$ cat src/rtl/i2c_target_if.sv
// I2C target signal bundle: pad-side SCL/SDA plus the byte-level client handshake.
// The target uses the slave modport; a bench or client model uses the master modport.
interface i2c_target_if;
    logic       scl_in;
    logic       sda_in;
    logic       sda_oe;
    logic [7:0] rx_data;
    logic       rx_valid;
    logic [7:0] tx_data;
    logic       tx_req;
    logic       start_det;
    logic       stop_det;
    logic       busy;

    modport slave (
        input  scl_in, sda_in, tx_data,
        output sda_oe, rx_data, rx_valid, tx_req, start_det, stop_det, busy
    );

    modport master (
        output scl_in, sda_in, tx_data,
        input  sda_oe, rx_data, rx_valid, tx_req, start_det, stop_det, busy
    );
endinterface

$ cat src/rtl/i2c_target.sv
// I2C target endpoint: oversampled START/STOP detection, 7-bit address match,
// write-byte delivery, read-byte fetch and open-drain (low-only) SDA drive.
module i2c_target #(
    parameter logic [6:0] SLAVE_ADDR = 7'h50
) (
    input  logic         clk,
    input  logic         rst,
    i2c_target_if.slave  bus
);

    typedef enum logic [2:0] {
        IDLE     = 3'd0,
        ADDR     = 3'd1,
        ADDR_ACK = 3'd2,
        WRITE    = 3'd3,
        WR_ACK   = 3'd4,
        READ     = 3'd5,
        RD_ACK   = 3'd6,
        IGNORE   = 3'd7
    } state_t;

    state_t     state_q, state_d;
    logic [3:0] bitcnt_q, bitcnt_d;
    logic [6:0] shift_q, shift_d;
    logic [6:0] tx_shift_q, tx_shift_d;
    logic       rw_q, rw_d;
    logic       sda_oe_q, sda_oe_d;
    logic [7:0] rx_data_q, rx_data_d;
    logic       rx_valid_q, rx_valid_d;
    logic       tx_req_q, tx_req_d;
    logic       start_det_q, start_det_d;
    logic       stop_det_q, stop_det_d;
    logic       busy_q, busy_d;

    logic scl_meta_q, scl_sync_q, scl_hist_q;
    logic sda_meta_q, sda_sync_q, sda_hist_q;
    logic scl_rise_s, scl_fall_s, start_cond_s, stop_cond_s;

    // Two-flop synchronisers plus one history flop; idle-high reset avoids false edges.
    always_ff @(posedge clk or negedge rst) begin
        if (!rst) begin
            scl_meta_q <= 1'b1;
            scl_sync_q <= 1'b1;
            scl_hist_q <= 1'b1;
            sda_meta_q <= 1'b1;
            sda_sync_q <= 1'b1;
            sda_hist_q <= 1'b1;
        end else begin
            scl_meta_q <= bus.scl_in;
            scl_sync_q <= scl_meta_q;
            scl_hist_q <= scl_sync_q;
            sda_meta_q <= bus.sda_in;
            sda_sync_q <= sda_meta_q;
            sda_hist_q <= sda_sync_q;
        end
    end

    assign scl_rise_s   = scl_sync_q & ~scl_hist_q;
    assign scl_fall_s   = ~scl_sync_q & scl_hist_q;
    assign start_cond_s = scl_sync_q & ~sda_sync_q & sda_hist_q;
    assign stop_cond_s  = scl_sync_q & sda_sync_q & ~sda_hist_q;

    // Protocol state register and all registered outputs.
    always_ff @(posedge clk or negedge rst) begin
        if (!rst) begin
            state_q     <= IDLE;
            bitcnt_q    <= 4'd0;
            shift_q     <= 7'd0;
            tx_shift_q  <= 7'd0;
            rw_q        <= 1'b0;
            sda_oe_q    <= 1'b0;
            rx_data_q   <= 8'h00;
            rx_valid_q  <= 1'b0;
            tx_req_q    <= 1'b0;
            start_det_q <= 1'b0;
            stop_det_q  <= 1'b0;
            busy_q      <= 1'b0;
        end else begin
            state_q     <= state_d;
            bitcnt_q    <= bitcnt_d;
            shift_q     <= shift_d;
            tx_shift_q  <= tx_shift_d;
            rw_q        <= rw_d;
            sda_oe_q    <= sda_oe_d;
            rx_data_q   <= rx_data_d;
            rx_valid_q  <= rx_valid_d;
            tx_req_q    <= tx_req_d;
            start_det_q <= start_det_d;
            stop_det_q  <= stop_det_d;
            busy_q      <= busy_d;
        end
    end

    // Next-state logic: START/STOP win over every state; data moves on SCL edges only.
    always_comb begin
        state_d     = state_q;
        bitcnt_d    = bitcnt_q;
        shift_d     = shift_q;
        tx_shift_d  = tx_shift_q;
        rw_d        = rw_q;
        sda_oe_d    = sda_oe_q;
        rx_data_d   = rx_data_q;
        rx_valid_d  = 1'b0;
        tx_req_d    = 1'b0;
        start_det_d = 1'b0;
        stop_det_d  = 1'b0;
        busy_d      = busy_q;

        if (start_cond_s) begin
            state_d     = ADDR;
            bitcnt_d    = 4'd0;
            sda_oe_d    = 1'b0;
            busy_d      = 1'b0;
            start_det_d = 1'b1;
        end else if (stop_cond_s) begin
            state_d    = IDLE;
            bitcnt_d   = 4'd0;
            sda_oe_d   = 1'b0;
            busy_d     = 1'b0;
            stop_det_d = 1'b1;
        end else begin
            case (state_q)
                IDLE: begin
                    sda_oe_d = 1'b0;
                    bitcnt_d = 4'd0;
                end
                ADDR: begin
                    if (scl_rise_s) begin
                        shift_d  = {shift_q[5:0], sda_sync_q};
                        bitcnt_d = bitcnt_q + 4'd1;
                        if (bitcnt_q == 4'd7) begin
                            rw_d = sda_sync_q;
                            if (shift_q != SLAVE_ADDR) begin
                                state_d  = IGNORE;
                                bitcnt_d = 4'd0;
                            end else begin
                                state_d = ADDR;
                            end
                        end else begin
                            rw_d = rw_q;
                        end
                    end else if (scl_fall_s && (bitcnt_q == 4'd8)) begin
                        sda_oe_d = 1'b1;
                        busy_d   = 1'b1;
                        bitcnt_d = 4'd0;
                        tx_req_d = rw_q;
                        state_d  = ADDR_ACK;
                    end else begin
                        state_d = ADDR;
                    end
                end
                ADDR_ACK: begin
                    if (scl_fall_s) begin
                        bitcnt_d = 4'd0;
                        if (rw_q) begin
                            tx_shift_d = bus.tx_data[6:0];
                            sda_oe_d   = ~bus.tx_data[7];
                            state_d    = READ;
                        end else begin
                            sda_oe_d = 1'b0;
                            state_d  = WRITE;
                        end
                    end else begin
                        state_d = ADDR_ACK;
                    end
                end
                WRITE: begin
                    if (scl_rise_s) begin
                        shift_d  = {shift_q[5:0], sda_sync_q};
                        bitcnt_d = bitcnt_q + 4'd1;
                        if (bitcnt_q == 4'd7) begin
                            rx_data_d  = {shift_q, sda_sync_q};
                            rx_valid_d = 1'b1;
                        end else begin
                            rx_valid_d = 1'b0;
                        end
                    end else if (scl_fall_s && (bitcnt_q == 4'd8)) begin
                        sda_oe_d = 1'b1;
                        bitcnt_d = 4'd0;
                        state_d  = WR_ACK;
                    end else begin
                        state_d = WRITE;
                    end
                end
                WR_ACK: begin
                    if (scl_fall_s) begin
                        sda_oe_d = 1'b0;
                        bitcnt_d = 4'd0;
                        state_d  = WRITE;
                    end else begin
                        state_d = WR_ACK;
                    end
                end
                READ: begin
                    if (scl_rise_s) begin
                        bitcnt_d = bitcnt_q + 4'd1;
                    end else if (scl_fall_s && (bitcnt_q == 4'd8)) begin
                        sda_oe_d = 1'b0;
                        bitcnt_d = 4'd0;
                        state_d  = RD_ACK;
                    end else if (scl_fall_s && (bitcnt_q != 4'd0)) begin
                        sda_oe_d   = ~tx_shift_q[6];
                        tx_shift_d = {tx_shift_q[5:0], 1'b0};
                    end else begin
                        state_d = READ;
                    end
                end
                RD_ACK: begin
                    // bitcnt 1 marks a controller ACK awaiting the next falling edge.
                    if (scl_rise_s) begin
                        if (!sda_sync_q) begin
                            tx_req_d = 1'b1;
                            bitcnt_d = 4'd1;
                        end else begin
                            busy_d   = 1'b0;
                            bitcnt_d = 4'd0;
                            state_d  = IGNORE;
                        end
                    end else if (scl_fall_s && (bitcnt_q == 4'd1)) begin
                        tx_shift_d = bus.tx_data[6:0];
                        sda_oe_d   = ~bus.tx_data[7];
                        bitcnt_d   = 4'd0;
                        state_d    = READ;
                    end else begin
                        state_d = RD_ACK;
                    end
                end
                IGNORE: begin
                    sda_oe_d = 1'b0;
                    bitcnt_d = 4'd0;
                end
                default: begin
                    state_d  = IDLE;
                    sda_oe_d = 1'b0;
                    bitcnt_d = 4'd0;
                end
            endcase
        end
    end

    assign bus.sda_oe    = sda_oe_q;
    assign bus.rx_data   = rx_data_q;
    assign bus.rx_valid  = rx_valid_q;
    assign bus.tx_req    = tx_req_q;
    assign bus.start_det = start_det_q;
    assign bus.stop_det  = stop_det_q;
    assign bus.busy      = busy_q;

endmodule

$ cat src/flat_wrapper.sv
// flat-port wrapper written by rule: the top's interface ports become plain ports
module i2c_target_flat 
#(
    parameter logic [6:0] SLAVE_ADDR = 7'h50
)
  (clk, rst, bus_scl_in, bus_sda_in, bus_tx_data, bus_sda_oe, bus_rx_data, bus_rx_valid, bus_tx_req, bus_start_det, bus_stop_det, bus_busy);
  i2c_target_if bus_i ();
  input  logic clk;
  input  logic rst;
  input wire logic [$bits(bus_i.scl_in)-1:0] bus_scl_in;
  input wire logic [$bits(bus_i.sda_in)-1:0] bus_sda_in;
  input wire logic [$bits(bus_i.tx_data)-1:0] bus_tx_data;
  output wire logic [$bits(bus_i.sda_oe)-1:0] bus_sda_oe;
  output wire logic [$bits(bus_i.rx_data)-1:0] bus_rx_data;
  output wire logic [$bits(bus_i.rx_valid)-1:0] bus_rx_valid;
  output wire logic [$bits(bus_i.tx_req)-1:0] bus_tx_req;
  output wire logic [$bits(bus_i.start_det)-1:0] bus_start_det;
  output wire logic [$bits(bus_i.stop_det)-1:0] bus_stop_det;
  output wire logic [$bits(bus_i.busy)-1:0] bus_busy;
  assign bus_i.scl_in = bus_scl_in;
  assign bus_i.sda_in = bus_sda_in;
  assign bus_i.tx_data = bus_tx_data;
  assign bus_sda_oe = bus_i.sda_oe;
  assign bus_rx_data = bus_i.rx_data;
  assign bus_rx_valid = bus_i.rx_valid;
  assign bus_tx_req = bus_i.tx_req;
  assign bus_start_det = bus_i.start_det;
  assign bus_stop_det = bus_i.stop_det;
  assign bus_busy = bus_i.busy;
  i2c_target #(.SLAVE_ADDR(SLAVE_ADDR)) u_core (.clk(clk), .rst(rst), .bus(bus_i));
endmodule
$ cat config.mk
export PLATFORM = sky130hd
export DESIGN_NAME = i2c_target_flat
export DESIGN_NICKNAME = d
export VERILOG_FILES = /design/src/rtl/i2c_target_if.sv /design/src/rtl/i2c_target.sv /design/src/flat_wrapper.sv
export SDC_FILE = /design/constraint.sdc
export NUM_CORES = 1
export LEC_CHECK = 0
export CAP_MARGIN = 20
export CORE_UTILIZATION = 45
export DETAILED_ROUTE_END_ITERATION = 16
export GPL_ROUTABILITY_DRIVEN = 0
export HOLD_SLACK_MARGIN = 0.05
export PLACE_DENSITY_LB_ADDON = 0.25
export SETUP_SLACK_MARGIN = 0.02
export SYNTH_ARGS = -nofsm -noshare
export SYNTH_HDL_FRONTEND = slang
export SYNTH_SLANG_ARGS = --single-unit
$ cat constraint.sdc
create_clock -name clk -period 4.7 [get_ports clk]
set_clock_uncertainty 0.1 [all_clocks]
set_input_delay 0.47 -clock clk [delete_from_list [all_inputs] [get_ports clk]]
set_output_delay 0.47 -clock clk [all_outputs]
set_load 0.01 [all_outputs]
==> results.py, run 1 <==
metrics = {
    "yosys": {
        "synth_cell_types": 53,
        "syn-instance-count": 230,
        "synthMuxAreaShare": 0.115,
        "ys.flop_type": "dfrtp_1",
        "synth_top_family_by_area": "simple AND/OR/NAND/NOR gates",
        "synth_fa_ha_area_frac": 0.0162,
        "syn_area_per_cell_um2": 10.1,
        "yosysMostFrequentCell": "dfrtp_1",
        "ys_seq_elements": 42,
        "synth_top_area_frac": 0.388,
        "syn_area_um2": 2320,
        "synth_edf_count": 0,
        "yosys-top-cells-count": "36 x dfrtp_1, 32 x nand2_1, 22 x mux2_2, 12 x nor2_1, 11 x a21oi_1",
        "async_reset_ff_frac": 1.00,
        "synth_xor_area_frac": 0.00377,
        "synth.top_cells.by_area": "dfrtp_1 39%, mux2_2 11%, dfstp_2 6.8%",
        "yosys_warnings": 0,
        "synthSimpleGateAreaFrac": 0.194,
        "synthesis.nets": 245,
        "synth_compound_area_frac": 0.171,
        "yosysSeqAreaShare": 0.456,
        "synth_top_area_cell": "dfrtp_1",
    },
    "final_layout": {
        "area_delta_synth_final_pct": 15.7,
        "stdcell_area_um2": 2690,
        "nets": 263,
        "n_antenna_cell": 0,
        "layout.cells.non_filler": 316,
        "layout-drive-gt1-share": 0.165,
    },
    "clock_network": {
        "clk_pin_slew_ns": 0.08,
        "cts_buffers": 5,
        "clk_latency_ns": 0.29,
        "cts_setup_buffers": 0,
        "clock-sinks": 42,
        "htree_levels": 2,
        "cts_tree": "done",
        "ctsHoldBuffers": 0,
        "clockBufferDepth": 2,
        "cts.repair.resized": 0,
        "clockRootBuffer": "clkbuf_8",
    },
    "global_routing": {
        "first_global_vias": 1701,
        "grt.overflow.total": 0,
        "antenna_found_initial": 0,
        "grt_max_degree": 43,
        "grt_pass1_wl_um": 8270,
        "grt_usage": 0.201,
    },
    "floorplan": {
        "die_h_um": 73.8,
        "initial_core_util": 0.479,
        "io_pins": 26,
        "rows": 25,
        "coreArea_um2": 4850,
        "die_x_um": 73.8,
        "die_area_um2": 5450,
    },
    "run": {
        "maxCapViolations": 0,
    },
    "timing": {
        "finalHoldWorstSlack_ns": 0.197,
        "min_period_ns": 2.67,
        "rsz0062_at_grt": "no",
        "setup_viol": 0,
        "relSlewSlack": 0.401,
        "fmax_mhz": 374,
        "worst_pin_slew_ns": 0.898,
        "drv_slew": 0,
        "fin_crit_sh": 0.568,
        "fin_tns_setup_ns": 0,
        "hold_viol_final": 0,
    },
    "power": {
        "seqPwrFrac": 0.437,
        "powerDensity_nw_per_um2": 478,
        "power_frac_clock": 0.217,
        "power_switching_share": 0.366,
        "internal-power_w": 0.000814,
        "p_comb_frac": 0.346,
        "peakVddDrop_mv": 0.227,
        "p_sw_w": 0.000470,
        "finalPower_w": 0.00128,
        "p_leak_nw": 1.16,
    },
    "placed_design": {
        "io_buffers": 25,
        "placed_cells": 308,
        "dp_hpwl_um": 3300,
        "place_area_um2": 2580,
    },
    "worst_setup_path": {
        "path_class": "reg2reg",
        "reg2reg_from": "u_core.state_q[0]",
        "r2r-end": "u_core.bus.rx_data[7]",
        "endpoint_kind": "register",
        "reg2reg_depth": 4,
        "cp-start-kind": "register",
        "cp_data_required_time_ns": 4.78,
        "rrSetupSlack_ns": 2.03,
        "cp.arrival_ns": 2.75,
        "path_max_fanout": 28,
    },
    "hold_path": {
        "hold_path.class": "in2async",
    },
    "routing": {
        "drt_iter0_drc": 167,
        "vias": 1789,
        "drc": 0,
        "vias_per_cell": 5.66,
        "wire_per_inst_um": 15.1,
        "ant_nets": 0,
        "first_pass_iters": 4,
        "wl_um": 4790,
    },
    "outcome": {
        "status": "complete, no violations",
    },
}
-- registers in the layout, indices dropped and copies added, names as in the netlist --
signal,flops
u_core.sda_hist_q,1
u_core.bitcnt_q,4
u_core.state_q,3
u_core.sda_sync_q,1
u_core.scl_hist_q,1
u_core.bus.rx_valid,1
u_core.shift_q,7
u_core.bus.start_det,1
u_core.scl_meta_q,1
u_core.bus.busy,1
u_core.bus.tx_req,1
u_core.bus.stop_det,1
u_core.scl_sync_q,1
u_core.bus.sda_oe,1
u_core.bus.rx_data,8
u_core.sda_meta_q,1
u_core.tx_shift_q,7
u_core.rw_q,1
-- final cells by class --
| cell class | instances | area (um2) |
|---|---|---|
| repair buffers | 25 | 245 |
| flip-flops and latches | 42 | 1060 |
| clock inverters | 2 | 37.5 |
| well taps | 67 | 83.8 |
| clock buffers | 6 | 72.6 |
| multi-input cells | 167 | 1160 |
| fillers | 432 | 2160 |
| inverters | 7 | 26.3 |
-- per-stage QoR --
stage / util / worst slack (ns)
detailed placement: 0.531 / 2.03
CTS: 0.554 / 2.03
floorplan: - / 2.55
global route: 0.554 / 1.87
finish: 0.554 / 2.03
global placement: 0.531 / 2.08
-- power groups by stage --
stage	logic (W)	registers [W]	clock network (W)
detailed placement	0.000439	0.000565	0
global route	0.000505	0.000581	0.000300
global placement	0.000435	0.000565	0
CTS	0.000444	0.000558	0.000285
floorplan	0.000420	0.000488	0
finish	0.000444	0.000561	0.000279
-- critical path: stages (launching register included) --
cell and delay [ns]:
dfrtp_1 0.86, nand4bb_1 0.22, or2_1 0.41, nor4_4 0.57, mux2_2 0.41
-- cells in the final DEF, fill, tap and decap left out, types with 3 or more instances in the layout --
master / count
a21oi_1: 11
nand4_1: 3
o21ai_0: 9
mux2_2: 22
dfrtp_1: 36
nand3_1: 5
o2111ai_1: 3
inv_1: 7
clkbuf_8: 5
nor2_1: 12
nor3_1: 3
a211oi_1: 4
nand2_1: 32
nor2b_1: 4
a21o_1: 3
clkdlybuf4s50_1: 24
nand3b_1: 4
dfstp_2: 6
ha_1: 3
nand2b_1: 8
-- metal layers --
| metal | GRT usage | part of all wire |
|---|---|---|
| met1 | 0.278 | 0.47 |
| met2 | 0.320 | 0.47 |
| met3 | 0.0370 | 0.047 |
| met4 | 0.0641 | 0.014 |
| met5 | 0 | 0 |
-- logic make-up after synthesis --
family                   count (synthesis)
AO/OA/AOI/OAI                           55
multiplexers                            24
XOR/XNOR                                 1
buffers and inverters                   21
adder cells (fa/ha/maj)                  3
AND/OR/NAND/NOR                         84
flip-flops                              42
-- how the worst max path moves through the flow --
stage,start,endpoint,slack (ns),cells past startpoint
floorplan,u_core.sda_sync_q,u_core.bus.rx_data[0],2.55,6
global placement,u_core.state_q[0],u_core.bus.rx_data[1],2.08,4
detailed placement,u_core.state_q[0],u_core.bus.rx_data[7],2.03,4
CTS,u_core.state_q[0],u_core.bus.rx_data[7],2.03,4
global route,u_core.state_q[0],u_core.bus.rx_data[3],1.87,4
finish,u_core.state_q[0],u_core.bus.rx_data[7],2.03,4
No activity file was read; power rests on OpenSTA's default activity.
==> run 2: changes to the inputs <==
clock period = 2.3 ns   (was 4.7 ns; I/O delays follow)
==> results.py, run 2 (synthesis results as in run 1) <==
metrics = {
    "routing": {
        "drc": 0,
        "drt_iter0_drc": 157,
        "wl_met3_um": 211,
        "vias": 1880,
        "ant_nets": 0,
        "vias_per_cell": 5.63,
        "wire_per_inst_um": 16.1,
        "wl_met1_um": 2480,
        "first_pass_iters": 4,
        "wl_um": 5360,
        "top_layer": "met4",
        "wl_met2_um": 2540,
    },
    "worst_setup_path": {
        "endpoint": "u_core.tx_shift_q[1]",
        "cp.arrival_ns": 2.30,
        "rrSetupSlack_ns": 0.09,
        "crit_path_top_delay_cell": "dfstp_2",
        "reg2reg_from": "u_core.scl_hist_q",
        "crit_chain": "nor2b_1, a211oi_1, a211oi_2, o211ai_4, mux2_2",
        "cp_slowest_stage_delay_ns": 0.62,
        "reg2reg_depth": 5,
        "r2r-end": "u_core.tx_shift_q[1]",
        "path_class": "reg2reg",
        "path_max_fanout": 8,
        "cp_data_required_time_ns": 2.38,
        "cp-startpoint": "u_core.scl_hist_q",
        "endpoint_kind": "register",
        "cp-start-kind": "register",
    },
    "timing": {
        "fmax_mhz": 452,
        "hold_viol_final": 0,
        "min_period_ns": 2.21,
        "setup_viol": 0,
        "worst_pin_slew_ns": 0.472,
        "fin_crit_sh": 0.962,
        "relSlewSlack": 0.684,
        "drv_slew": 0,
        "fin_tns_setup_ns": 0,
    },
    "global_routing": {
        "grt_usage": 0.220,
        "antenna_found_initial": 0,
        "first_global_vias": 1827,
        "grt_max_degree": 29,
        "grt.overflow.total": 0,
        "grt_pass1_wl_um": 8940,
    },
    "final_layout": {
        "nFillCells": 414,
        "nets": 281,
        "area_delta_synth_final_pct": 24.7,
        "layout_commonest_cell": "dfrtp_1",
        "largest_register_ffs": 8,
        "final_cell_mix": "36 x dfrtp_1, 32 x nand2_1, 24 x clkdlybuf4s50_1",
        "n_antenna_cell": 0,
        "layout-drive-gt1-share": 0.232,
        "multi_input_area_um2": 1190,
        "seq_area_um2": 1060,
    },
    "floorplan": {
        "die_x_um": 73.8,
        "rows": 25,
        "die_h_um": 73.8,
        "initial_core_util": 0.479,
        "coreArea_um2": 4850,
        "die_area_um2": 5450,
        "io_pins": 26,
    },
    "clock_network": {
        "clock-sinks": 42,
        "clockRootBuffer": "clkbuf_8",
        "clk_pin_slew_ns": 0.08,
        "cts_buffers": 5,
        "clockBufferDepth": 2,
        "clk_latency_ns": 0.29,
        "htree_levels": 2,
        "cts_tree": "done",
    },
    "run": {
        "maxCapViolations": 0,
    },
    "power": {
        "finalPower_w": 0.00296,
        "peakVddDrop_mv": 0.600,
        "powerDensity_nw_per_um2": 1020,
        "p_leak_nw": 1.28,
    },
    "placed_design": {
        "io_buffers": 25,
        "dp_hpwl_um": 3860,
    },
    "outcome": {
        "status": "complete, no violations",
    },
    "hold_path": {
        "hold_path.class": "in2reg",
        "min-delay-start": "bus_sda_in",
    },
}
[run 2: layer usage]
metal | vias to the layer above | track usage
met3 | 15 | 0.0466
li1 | 907 | -
met2 | 46 | 0.347
met4 | 0 | 0.0726
met1 | 912 | 0.302
met5 | - | 0
[run 2: stage by stage]
step           cells  cell area, um2  setup slack, ns   util  hold slack, ns
2_1_floorplan    230            2320            0.149      -          -0.166
3_3_place_gp     325            2720           0.0640  0.560          0.0470
3_5_place_dp     325            2720          -0.0189  0.560          0.0469
4_1_cts          334            2870           0.0268  0.593           0.229
5_1_grt          334            2890          -0.0213  0.597           0.225
6_report         334            2890           0.0871  0.597           0.236
[run 2: critical path, delay by kind of cell (launching register included)]
kind             cells  cell delay (ns)
flip-flops           1             0.62
AND/OR/NAND/NOR      1             0.34
multiplexers         1             0.31
AO/OA/AOI/OAI        3             0.74
[run 2: repair_timing]
item	4_1_cts	5_1_grt
endpoints found under the hold margin	14	0
pin swaps	0	1
buffers inserted	0	0
hold buffers	1	0
resized for setup	1	3
setup endpoints to repair	3	10
[run 2: worst min path at each step]
stage                                  endpoint  cells after the start  slack (ns)
after floorplan              u_core.bitcnt_q[0]                      0       -0.17
after global placement    u_core.bus.rx_data[6]                      1        0.05
after detailed placement  u_core.bus.rx_data[6]                      1        0.05
after CTS                     u_core.sda_meta_q                      1        0.23
after global routing          u_core.sda_meta_q                      1        0.23
final                         u_core.sda_meta_q                      1        0.24
[run 2: final cells by class]
cell class                      instances  area share
Clock buffer                            6      0.0285
Sequential cell                        42       0.366
Clock inverter                          2      0.0208
Timing Repair Buffer                   43       0.137
Multi-Input combinational cell        167       0.410
Inverter                                7     0.00908
Tap cell                               67      0.0290
[run 2: power by group]
group	total [W]	internal [W]	leakage (nW)	switching (W)
clock	0.000721	0.000463	0.0714	0.000258
sequential	0.00105	0.000900	0.535	0.000145
combinational	0.00119	0.000545	0.675	0.000644
total	0.00296	0.00191	1.28	0.00105
==> run 3: changes to the inputs <==
SLEW_MARGIN = 25   (was unset)
==> results of run 3 <==
Same layout as run 2: the final DEF is identical, and so are final timing and power.
